File: config.mk
export PLATFORM = sky130hd
export DESIGN_NAME = rysy_mem_arbiter
export DESIGN_NICKNAME = d
export VERILOG_FILES = /design/src/rtl/rysy_pkg.sv /design/src/rtl/rysy_rr_arb2.sv /design/src/rtl/rysy_mem_arbiter.sv
export SDC_FILE = /design/constraint.sdc
export NUM_CORES = 1
export LEC_CHECK = 0
export ABC_AREA = 1
export BUFFER_PORTS_ARGS = -buffer_cell sky130_fd_sc_hd__buf_2
export CAP_MARGIN = 15
export CORE_AREA = 4 4 119 121
export DETAILED_ROUTE_END_ITERATION = 10
export DIE_AREA = 0 0 123 125
export SETUP_SLACK_MARGIN = 0.2
export SLEW_MARGIN = 0
export SYNTH_ARGS = -nofsm -noshare
export SYNTH_HDL_FRONTEND = slang
export SYNTH_SLANG_ARGS = --single-unit
File: constraint.sdc
create_clock -name clk -period 4.6 [get_ports clk]
set_clock_uncertainty 0.15 [all_clocks]
set_input_delay 0 -clock clk [delete_from_list [all_inputs] [get_ports clk]]
set_output_delay 0 -clock clk [all_outputs]
set_load 0.1 [all_outputs]
File: src/rtl/rysy_pkg.sv
// ---------------------------------------------------------------------------
// rysy_pkg
// Shared types and constants for the rysy memory-side blocks.
//   arb_state_t : arbiter sequencing state (idle / access in flight)
//   MST_CORE    : master index of the rysy_core load/store port
//   MST_LOAD    : master index of the program loader / debug port
//   CNT_W       : width of the memory latency counter (latency 1..4)
// ---------------------------------------------------------------------------
package rysy_pkg;

  typedef enum logic {
    ARB_IDLE = 1'b0,
    ARB_BUSY = 1'b1
  } arb_state_t;

  localparam int MST_CORE = 0;
  localparam int MST_LOAD = 1;

  localparam int CNT_W = 2;

endpackage

File: src/rtl/rysy_rr_arb2.sv
// ---------------------------------------------------------------------------
// rysy_rr_arb2
// Purely combinational 2-way arbiter, usable by any shared resource with two
// requesters. Round-robin between simultaneous requests, or fixed priority
// to requester 0 when fixed_prio is set.
// Ports:
//   req        in  [1:0]  request vector (bit N = requester N)
//   last       in  1      index of the requester granted most recently
//   fixed_prio in  1      1 = requester 0 always wins a tie
//   gnt_onehot out [1:0]  one-hot grant, 0 when nothing requests
// ---------------------------------------------------------------------------
module rysy_rr_arb2 (
  input  logic [1:0] req,
  input  logic       last,
  input  logic       fixed_prio,
  output logic [1:0] gnt_onehot
);

  // On a tie the requester that did not win last time is served, so
  // last=1 hands the tie to requester 0.
  always_comb begin
    gnt_onehot = 2'b00;
    case (req)
      2'b01:   gnt_onehot = 2'b01;
      2'b10:   gnt_onehot = 2'b10;
      2'b11:   gnt_onehot = (fixed_prio || last) ? 2'b01 : 2'b10;
      default: gnt_onehot = 2'b00;
    endcase
  end

endmodule

File: src/rtl/rysy_mem_arbiter.sv
// ---------------------------------------------------------------------------
// rysy_mem_arbiter
// Shares one single-port, fixed-latency, non-pipelined data memory between
// m0 (rysy_core load/store port) and m1 (program loader / debug port).
// Grants one access at a time, counts the memory latency and returns the
// completion (and read data) to the master that owns the access.
// Parameters: AW address width, DW data width, MEM_LAT read latency (1..4),
//             FIXED_PRIO (0 = round-robin, 1 = m0 wins ties).
// Ports:
//   clk, rst                 clock (rising edge), asynchronous active-low reset
//   mN_req/we/be/addr/wdata  request and payload from master N (held to gnt)
//   mN_gnt                   1-cycle pulse, request accepted
//   mN_rvalid, mN_rdata      1-cycle completion pulse, read data (0 on writes)
//   mem_en/we/be/addr/wdata  memory access strobe and payload
//   mem_rdata                memory read data, valid MEM_LAT cycles after mem_en
// ---------------------------------------------------------------------------
module rysy_mem_arbiter
  import rysy_pkg::*;
#(
  parameter int AW         = 32,
  parameter int DW         = 32,
  parameter int MEM_LAT    = 1,
  parameter int FIXED_PRIO = 0
) (
  input  logic            clk,
  input  logic            rst,
  input  logic            m0_req,
  input  logic            m0_we,
  input  logic [DW/8-1:0] m0_be,
  input  logic [AW-1:0]   m0_addr,
  input  logic [DW-1:0]   m0_wdata,
  output logic            m0_gnt,
  output logic            m0_rvalid,
  output logic [DW-1:0]   m0_rdata,
  input  logic            m1_req,
  input  logic            m1_we,
  input  logic [DW/8-1:0] m1_be,
  input  logic [AW-1:0]   m1_addr,
  input  logic [DW-1:0]   m1_wdata,
  output logic            m1_gnt,
  output logic            m1_rvalid,
  output logic [DW-1:0]   m1_rdata,
  output logic            mem_en,
  output logic            mem_we,
  output logic [DW/8-1:0] mem_be,
  output logic [AW-1:0]   mem_addr,
  output logic [DW-1:0]   mem_wdata,
  input  logic [DW-1:0]   mem_rdata
);

  localparam logic [CNT_W-1:0] CNT_INIT  = CNT_W'(MEM_LAT - 1);
  localparam logic             FIXED_BIT = (FIXED_PRIO != 0);

  arb_state_t       r_state;
  arb_state_t       w_state_nxt;
  logic [CNT_W-1:0] r_cnt;
  logic             r_owner;
  logic             r_owner_we;
  logic             r_last;

  logic             w_slot;
  logic             w_done;
  logic [1:0]       w_req;
  logic [1:0]       w_gnt;
  logic             w_win;

  // An issue slot is open when idle or in the completion cycle of the
  // current access. Reset closes it so no grant leaks out while rst is low.
  assign w_slot = rst && ((r_state == ARB_IDLE) || (r_cnt == '0));
  assign w_done = rst && (r_state == ARB_BUSY) && (r_cnt == '0);
  assign w_req  = w_slot ? {m1_req, m0_req} : 2'b00;
  assign w_win  = w_gnt[MST_LOAD];

  rysy_rr_arb2 u_arb (
    .req        (w_req),
    .last       (r_last),
    .fixed_prio (FIXED_BIT),
    .gnt_onehot (w_gnt)
  );

  always_ff @(posedge clk or negedge rst) begin
    if (!rst) begin
      r_state <= ARB_IDLE;
    end else begin
      r_state <= w_state_nxt;
    end
  end

  // A grant in the completion cycle keeps the arbiter busy, which is what
  // gives back-to-back accesses with no idle cycle on mem_en.
  always_comb begin
    w_state_nxt = r_state;
    case (r_state)
      ARB_IDLE: if (|w_gnt) w_state_nxt = ARB_BUSY;
      ARB_BUSY: if (r_cnt == '0) w_state_nxt = (|w_gnt) ? ARB_BUSY : ARB_IDLE;
      default:  w_state_nxt = ARB_IDLE;
    endcase
  end

  // Owner bookkeeping and latency countdown. last only moves on a real grant.
  always_ff @(posedge clk or negedge rst) begin
    if (!rst) begin
      r_cnt      <= '0;
      r_owner    <= 1'b0;
      r_owner_we <= 1'b0;
      r_last     <= 1'b1;
    end else if (|w_gnt) begin
      r_cnt      <= CNT_INIT;
      r_owner    <= w_win;
      r_owner_we <= w_win ? m1_we : m0_we;
      r_last     <= w_win;
    end else if ((r_state == ARB_BUSY) && (r_cnt != '0)) begin
      r_cnt <= r_cnt - CNT_W'(1);
    end
  end

  // Request mux towards the memory and response demux back to the owner.
  // Payload outputs are forced to zero whenever no access is issued.
  always_comb begin
    m0_gnt    = w_gnt[MST_CORE];
    m1_gnt    = w_gnt[MST_LOAD];
    mem_en    = |w_gnt;
    mem_we    = 1'b0;
    mem_be    = '0;
    mem_addr  = '0;
    mem_wdata = '0;
    if (w_gnt[MST_CORE]) begin
      mem_we    = m0_we;
      mem_be    = m0_be;
      mem_addr  = m0_addr;
      mem_wdata = m0_wdata;
    end else if (w_gnt[MST_LOAD]) begin
      mem_we    = m1_we;
      mem_be    = m1_be;
      mem_addr  = m1_addr;
      mem_wdata = m1_wdata;
    end
    m0_rvalid = w_done && !r_owner;
    m1_rvalid = w_done && r_owner;
    m0_rdata  = '0;
    m1_rdata  = '0;
    if (w_done && !r_owner_we) begin
      if (r_owner) begin
        m1_rdata = mem_rdata;
      end else begin
        m0_rdata = mem_rdata;
      end
    end
  end

endmodule

==> results of run 1 <==
## cells in the mapped netlist (all sizes together)
cell | n | area share, %
clkbuf | 19 | 4.0
nand4 | 70 | 24
dfrtp | 5 | 6.9
inv | 13 | 2.7
nand3 | 2 | 0.55
o21ai | 2 | 0.55
buf | 18 | 5.4
a21boi | 1 | 0.42
nor2 | 67 | 14
ha | 1 | 0.69
nand2 | 183 | 38
dfstp | 1 | 1.5
a21oi | 1 | 0.49
## report_power, final
group / switching, mW / internal, mW / leakage [nW] / total (mW)
clock: 0.0295 / 0.115 / 0.0382 / 0.144
combinational: 0.639 / 0.137 / 2.31 / 0.775
sequential: 0.00285 / 0.0581 / 0.0744 / 0.0609
total: 0.671 / 0.310 / 2.42 / 0.981
## flip-flops by register name (all words and copies together), names as in the netlist
name / flops
r_cnt: 2
r_last: 1
r_owner: 1
r_owner_we: 1
r_state: 1
## worst min-delay path by stage
stage | start | end | slack, ns | cells past startpoint
global route | rst | r_state | 0.08 | 2
finish | rst | r_state | 0.04 | 2
global placement | rst | r_state | -0.28 | 1
CTS | rst | r_state | 0.07 | 2
detailed placement | rst | r_state | -0.28 | 1
floorplan | rst | r_cnt[0] | -0.45 | 0
## timing repair
action,CTS,global route
hold endpoints to repair,7,0
endpoints found under the setup margin,0,0
hold buffers,3,0
## stage by stage
step	util, %	setup WS [ns]
floorplan	-	0.689
global placement	26.5	1.76
detailed placement	26.5	1.69
CTS	27.3	1.42
global route	27.3	1.19
finish	27.3	1.46
## area by class of cell
class,count,area (um^2)
clock buffer,4,78.8
fill,1502,9510
inverter,13,48.8
multi-input combinational,327,1450
sequential,6,151
tap,176,220
timing repair buffer,320,1630
## kinds of logic after synthesis
group,Yosys count
compound gates,4
fa+ha+maj,1
buf+inv,50
flops,6
simple gates,322
## critical path: stages, from the launching register on
cell     delay (ns)
dfrtp_1        0.38
inv_1          0.06
ha_1           0.18
inv_1          0.09
nand2_1        0.11
nand2_1        0.10
nor2_4         0.85
buf_4          0.37
nand2_1        0.08
nand2_1        0.07
buf_2          0.42
## layer usage
metal	global-route usage [%]	up-vias	wire length, um
li1	-	1822	-
met1	12.6	1560	3880
met2	24.1	198	5460
met3	2.03	12	1060
met4	4.63	0	247
met5	0	-	0
==> run metrics, run 1 <==
Die Footprint 15400 um^2; Total Nets Final 846; vias per cell 4.25; ant diodes 0; DRT Pass-1 Iters 4; initial antenna violation count 0; root buf cell clkbuf_16; type of origin of the critical path flop; postcts setup bufs 0; Peak VDD IR 0.102 mV; # H-tree levels 1; Worst EP arrival 2.99 ns; CTS buffer count 3; TritonCTS clock tree built; worst-skew pair later-pin latency 0.23 ns; Non-Filler Instances 846; pin count of the biggest net entering global routing 70; hold_ws 0.0420 ns; first-pass GRT wire length 15500 um; XOR/XNOR share of the synthesized area 0%; Cell Area, Synth 1800 um^2; Worst-path clk slew 0.03 ns; Hold WC Path Type in -> async; GP Congestion 0.794; post-cts sizing count 0; most common cell after layout, fill and taps aside buf_2; DRC viols 0; Ys Warns 0; routed len/inst 12.6 um; post-DP HPWL 8720 um; r2r endpoint r_owner_we; synthesized instance count 383; largest family of logic cells by synthesized area simple AND/OR/NAND/NOR gates; Final Max Slew Viols 0; Synth Area in Adders 0.693%; Post-Synth Simple-Gate Area 77.4%; fraction of layout cells with a size suffix above 1 48.7%; sequential fraction of the synthesis area 8.39%; reg2reg setup slack 1.73 ns; leakage power 2.42 nW; vias 3592; mux cell area share after synthesis 0%; CP Launch Point r_cnt[0]; syn_nets 558; WS Path Type reg -> out; crit-path max FO 50; Longest Clk Path Bufs 2; RSZ-0062 raised after global routing false; dpl cell area 3470 um^2; worst r2r src r_cnt[0]; Antenna Violating Nets Remaining 0; CP Data Required Time 4.45 ns; Synth Register Bits 6; Area Growth Syn to Fin 98.2%; # port buffers 311; Fin Setup TNS 0 ns; Die X 123 um; GRT overflow 0; post-synthesis compound-gate area fraction 1.46%; GR Util All Layers 12.2%; vias in the first global route 3358; Slew @ Worst Pin 1.09 ns; DR iter-0 viols 138; WL final 10600 um; row count 42; Max Clock Freq 319 MHz; status finished, final reports clean; PwrDens 274 nW/um^2; Post-Place Cells 839; post-synth cell types 17; initial cell density of the core 13.8%; Period minus WS final 3.14 ns; total power 0.981 mW; final instance area 3580 um^2; die height 125 um; Avg Cell Area, Syn 4.71 um^2; path depth of the worst reg2reg path 9; commonest non-fill, non-tap cells in the layout buf_2 (311), nand2_1 (181), nand4_1 (70); worst setup path endpoint mem_wdata[7]; Ports 312; max cap viols 0; Final Hold Viols 0; CTS sink cnt 6; final setup fails 0; CORE AREA 13100 um^2; fin crit share 68.2%; CP Capture Type primary output; Slew headroom 27.1%
(Power assumes the default switching activity.)
==> run 2, diff against run 1 <==
CORE_AREA = 4 4 120 122   (was 4 4 119 121)
DIE_AREA = 0 0 124 126   (was 0 0 123 125)
clock period = 2.8 ns   (was 4.6 ns; I/O delays follow)
==> run metrics, run 2 (synthesis gave the netlist of run 1 again) <==
max FFs per register 2 (unchanged); most common cell after layout, fill and taps aside buf_2; Fin Setup TNS 0 ns (unchanged); first-pass GRT wire length 17800 um (+15%); CTS buffer count 3 (unchanged); register bank with the most flops r_cnt; TritonCTS clock tree built; CTS sink cnt 6 (unchanged); GRT overflow 0 (unchanged); Slew @ Worst Pin 0.882 ns (-0.209 ns); worst r2r src r_cnt[0]; vias per cell 4.26 (+0.31%); dpl cell area 4850 um^2 (+40%); WS Path Type reg -> out; fraction of layout cells with a size suffix above 1 54.1% (+5.4 points); initial cell density of the core 13.7% (-0.11 points); hold_ws 0.0178 ns (-0.0242 ns); Longest Clk Path Bufs 2 (unchanged); pin count of the biggest net entering global routing 70 (unchanged); worst-path cell with the longest stage delay buf_4; Bufs and invs on worst path 4 (unchanged); Worst-path clk slew 0.04 ns (about the same); Total Nets Final 849 (+0.35%); type of origin of the critical path flop; leakage power 2.72 nW (+12%); DRT Pass-1 Iters 4 (unchanged); Core Util, Final 37.6% (+10 points); routed len/inst 14.0 um (+12%); final setup fails 0 (unchanged); Worst EP arrival 2.18 ns (-0.81 ns); commonest non-fill, non-tap cells in the layout buf_2 (239), nand2_1 (181), buf_12 (75); Ports 312 (unchanged); postcts setup bufs 0 (unchanged); status finished, final reports clean; PwrDens 398 nW/um^2 (+45%); Final Max Slew Viols 0 (unchanged); row count 42 (unchanged); post-DP HPWL 9810 um (+12%); RSZ-0062 raised after global routing false; fin crit share 83.4%; root buf cell clkbuf_16; path depth of the worst reg2reg path 9 (unchanged); DR iter-0 viols 132 (-4.3%); vias in the first global route 3567 (+6.2%); CORE AREA 13200 um^2 (+0.80%); r2r endpoint r_owner_we; reg2reg setup slack 0.48 ns (-1.25 ns); # port buffers 311 (unchanged); dpl ws 0.691 ns (-0.995 ns); Die X 124 um (+0.81%); Final Hold Viols 0 (unchanged); Slew headroom 41.2% (+14 points); GR Util met2 26.6% (+2.5 points); Period minus WS final 2.33 ns; Die Footprint 15600 um^2 (+1.6%); crit-path max FO 51 (+2.0%); final instance area 4960 um^2 (+39%); Most common cell on crit path nand2_1; CP Data Required Time 2.65 ns (-1.80 ns); Max Clock Freq 428 MHz; met3 GRT Util 3.99% (+2.0 points); die height 126 um (+0.80%); GR Util All Layers 14.0% (+1.8 points); # H-tree levels 1 (unchanged); gr busiest metal met2; vias 3620 (+0.78%); Hold WC Path Type in -> async; met1 Use GR 15.7% (+3.1 points); critical path cell sequence inv_1 -> ha_1 -> inv_1 -> nand2_1 -> nand2_1 -> nor2_4 -> buf_4 -> nand2_1 -> nand2_1 -> buf_12; Antenna Violating Nets Remaining 0 (unchanged); max cap viols 0 (unchanged); worst-skew pair later-pin latency 0.23 ns (about the same); Final WS setup 0.466 ns (-0.995 ns); initial antenna violation count 0 (unchanged); GP Congestion 0.804 (+1.2%); CP peak stage delay 0.45 ns (-0.40 ns); WL final 11900 um (+12%); Peak VDD IR 0.193 mV (+90%); CP Capture Type primary output; Worst path top cell family by delay buffers and inverters; Area Growth Syn to Fin 175%; DRC viols 0 (unchanged)
run 2: cell type report:
type                            instances  area (um^2)
Antenna cell                            1         2.50
Clock buffer                            4         78.8
Fill cell                            1365         8230
Inverter                               13         48.8
Multi-Input combinational cell        327         1690
Sequential cell                         6          151
Tap cell                              176          220
Timing Repair Buffer                  323         2770
run 2: how the worst max path moves through the flow:
stage	start	to	slack (ns)	cells after the start
2_1_floorplan	r_cnt[0]	m0_rdata[10]	0.14	7
3_3_place_gp	r_cnt[0]	m1_gnt	0.70	8
3_5_place_dp	r_cnt[0]	m1_gnt	0.69	8
4_1_cts	r_cnt[0]	mem_wdata[20]	0.43	10
5_1_grt	r_cnt[0]	r_owner_we	0.25	9
6_report	r_cnt[0]	mem_addr[25]	0.47	10
run 2: power breakdown:
part           total, mW  switching (mW)  internal (mW)
clock network      0.238          0.0490          0.189
logic               1.63            1.15          0.489
registers          0.101         0.00607         0.0954
total               1.97            1.20          0.773
run 2: per-stage QoR:
step	power (mW)	cells
after global placement	1.74	842
after detailed placement	1.74	842
after CTS	1.99	849
final	1.97	850
after floorplan	1.15	383
after global routing	2.06	849
run 2: repair_timing:
item                                   in CTS  in global routing
endpoints found under the hold margin       7                  0
hold buffers                                3                  0
resized for setup                           0                  0
run 2: metal layers:
| metal | vias to the layer above | routed length [um] |
|---|---|---|
| li1 | 1832 | - |
| met1 | 1588 | 4370 |
| met2 | 194 | 6100 |
| met3 | 6 | 1350 |
| met4 | 0 | 106 |
| met5 | - | 0 |
==> run 3, diff against run 2 <==
ABC_AREA = 0   (was 1)
CORE_AREA = 4 4 118 120   (was 4 4 120 122)
DIE_AREA = 0 0 122 124   (was 0 0 124 126)
clock period = 2.2 ns   (was 2.8 ns; I/O delays follow)
==> run metrics, run 3 <==
crit-path max FO 7 (-86%); PwrDens 434 nW/um^2 (+9.0%); post-synth cell types 23 (+6); CTS buffer count 3 (unchanged); syn_nets 398 (-29%); total power 2.75 mW (+39%); path depth of the worst reg2reg path 7 (-2); Ports 312 (unchanged); NetSw 1.50 mW (+25%); Longest Clk Path Bufs 2 (unchanged); fraction of layout cells with a size suffix above 1 81.0% (+27 points); die height 124 um (-1.6%); RSZ-0062 raised after global routing true; max cap viols 0 (unchanged); Avg Cell Area, Syn 6.58 um^2 (+40%); Pint 1.25 mW (+62%); Slew headroom 74.0% (+33 points); sequential fraction of the synthesis area 10.3% (+1.9 points); Final Max Slew Viols 0 (unchanged); Die X 122 um (-1.6%); Antenna Violating Nets Remaining 0 (unchanged); Synth Register Bits 6 (unchanged); GR Util All Layers 13.9% (-0.12 points); vias in the first global route 3015 (-15%); vias per cell 4.29 (+0.74%); DR iter-0 viols 105 (-20%); Ys Warns 0 (unchanged); Flop pwr share 4.7% (-0.4 points); commonest non-fill, non-tap cells in the layout buf_2 (173), buf_12 (143), a22o_4 (53); mux cell area share after synthesis 0% (unchanged); row count 42 (unchanged); Logic pwr share 84.0% (+1.2 points); final setup fails 0 (unchanged); routed len/inst 18.6 um (+32%); Die Footprint 15100 um^2 (-3.2%); Period minus WS final 2.05 ns; Post-synth EDFFs 0 (unchanged); Area Growth Syn to Fin 333%; Synth Area in Adders 0.853% (+0.16 points); Post-synth ARST share 100% (unchanged); max FFs per register 2 (unchanged); Peak VDD IR 0.237 mV (+22%); CTS sink cnt 6 (unchanged); type of origin of the critical path flop; pin count of the biggest net entering global routing 34 (-51%); status finished, final reports clean; Max Clock Freq 489 MHz; CP Data Required Time 2.05 ns (-0.60 ns); power share of the clock group 11.3% (-0.8 points); GP Congestion 0.722 (-10%); switching share of power 54.6% (-6.3 points); ant diodes 0 (-1); fin crit share 93.0%; Post-Synth Simple-Gate Area 29.0% (-48 points); vias 3102 (-14%); final instance area 6350 um^2 (+28%); # H-tree levels 1 (unchanged); XOR/XNOR share of the synthesized area 0% (unchanged); main flop type after synthesis dfrtp_1; Synth top area share 41.2% (+3.3 points); most numerous cell in the Yosys netlist a22o_1; root buf cell clkbuf_16; Final Hold Viols 0 (unchanged); first-pass GRT wire length 16600 um (-6.9%); hold_ws 0.0330 ns (+0.0153 ns); top cell type by total area after synthesis a22o_1; post-synthesis compound-gate area fraction 44.9% (+43 points); GRT overflow 0 (unchanged); Hold WC Path Type in -> async; CP Capture Type primary output; area of the multi-input gates 1650 um^2 (-2.2%); Worst-path clk slew 0.04 ns (about the same); top cells by area, synth a22o_1 (41%), nor2_1 (16%), nand2_1 (9.2%); TritonCTS clock tree built; CORE AREA 13000 um^2 (-1.6%); leakage power 3.04 nW (+12%); synthesized instance count 223 (-42%); register bank with the most flops r_cnt; initial antenna violation count 0 (unchanged); Synth top cells by count a22o_1 (69), nor2_1 (64), nand2_1 (36); DRT Pass-1 Iters 5 (+1); register area 151 um^2 (unchanged); post-DP HPWL 9440 um (-3.8%); WS Path Type reg -> out; most common cell after layout, fill and taps aside buf_2; initial cell density of the core 11.3% (-2.4 points); Slew @ Worst Pin 0.390 ns (-0.492 ns); # port buffers 311 (unchanged); WL final 13400 um (+12%); Worst EP arrival 1.90 ns (-0.28 ns); dpl cell area 5370 um^2 (+11%); Total Nets Final 723 (-15%); DRC viols 0 (unchanged); largest family of logic cells by synthesized area compound AO/OA/AOI/OAI gates; fillers 1134 (-17%); Cell Area, Synth 1470 um^2 (-19%); worst-skew pair later-pin latency 0.23 ns (about the same)
==> run 3: cell count changes after synthesis, sizes merged, moves of 3 or more <==
cell	before	now
a22o	0	69
clkbuf	19	9
inv	13	7
nand2	183	36
nand4	70	1
nor2	67	64
==> run 3: layer usage <==
layer / GRT usage (%) / part of all wire (%)
met3: 3.59 / 9.2
met2: 26.1 / 54
met5: 0 / 0
met4: 2.80 / 0.84
met1: 16.0 / 36
==> run 3: through the flow <==
stage               utilization, %  setup TNS (ns)  worst slack [ns]  cells
floorplan                        -          -13.77            -0.251    223
global placement              41.4               0             0.280    692
detailed placement            41.4               0             0.245    692
CTS                           44.4               0             0.149    709
global route                  48.9               0             0.110    723
finish                        48.9               0             0.154    723
==> run 3: path summary, 6_finish.rpt <==
| check | endpoint | from | slack, ns |
|---|---|---|---|
| hold reg to reg | r_last | r_last | 0.37 |
| min in group clk | r_state | m1_req | 0.17 |
| setup / recovery | mem_addr[24] | r_cnt[0] | 0.15 |
| hold / removal | r_owner | rst | 0.03 |
| max in group asynchronous | r_last | rst | 1.61 |
| setup reg to reg | r_owner_we | r_cnt[0] | 0.35 |
==> run 3: what timing repair did <==
| action | 4_1_cts | 5_1_grt |
|---|---|---|
| endpoints found under the setup margin | 69 | 86 |
| endpoints found under the hold margin | 7 | 0 |
| setup buffers | 5 | 4 |
| pin swaps | 3 | 38 |
| gates cloned | 5 | 10 |
| resized for setup | 19 | 64 |
| hold buffers | 3 | 0 |
==> run 3: logic make-up after synthesis <==
kind of cell             count (synthesis)
AND/OR/NAND/NOR                        107
flip-flops                               6
buffers and inverters                   33
AO/OA/AOI/OAI                           76
adder cells (fa/ha/maj)                  1
==> run 3: layout make-up <==
type	count	share of cell area, %
multi-input cells	184	26.0
inverters	7	0.473
repair buffers	346	66.4
well taps	176	3.47
flip-flops and latches	6	2.39
clock buffers	4	1.24
==> run 3: power groups by stage <==
stage | clock (mW) | sequential (mW) | combinational, mW
after global placement | 0 | 0.128 | 2.07
after CTS | 0.316 | 0.128 | 2.17
after global routing | 0.322 | 0.129 | 2.39
final | 0.311 | 0.128 | 2.31
after floorplan | 0 | 0.127 | 1.26
after detailed placement | 0 | 0.129 | 2.08
==> run 3: critical path: stages, from the launching register on <==
cell       delay (ns)
dfrtp_1          0.35
inv_2            0.06
ha_4             0.15
nand2b_4         0.14
o2111a_2         0.19
buf_12           0.17
clkbuf_16        0.17
a22o_4           0.26
buf_12           0.16
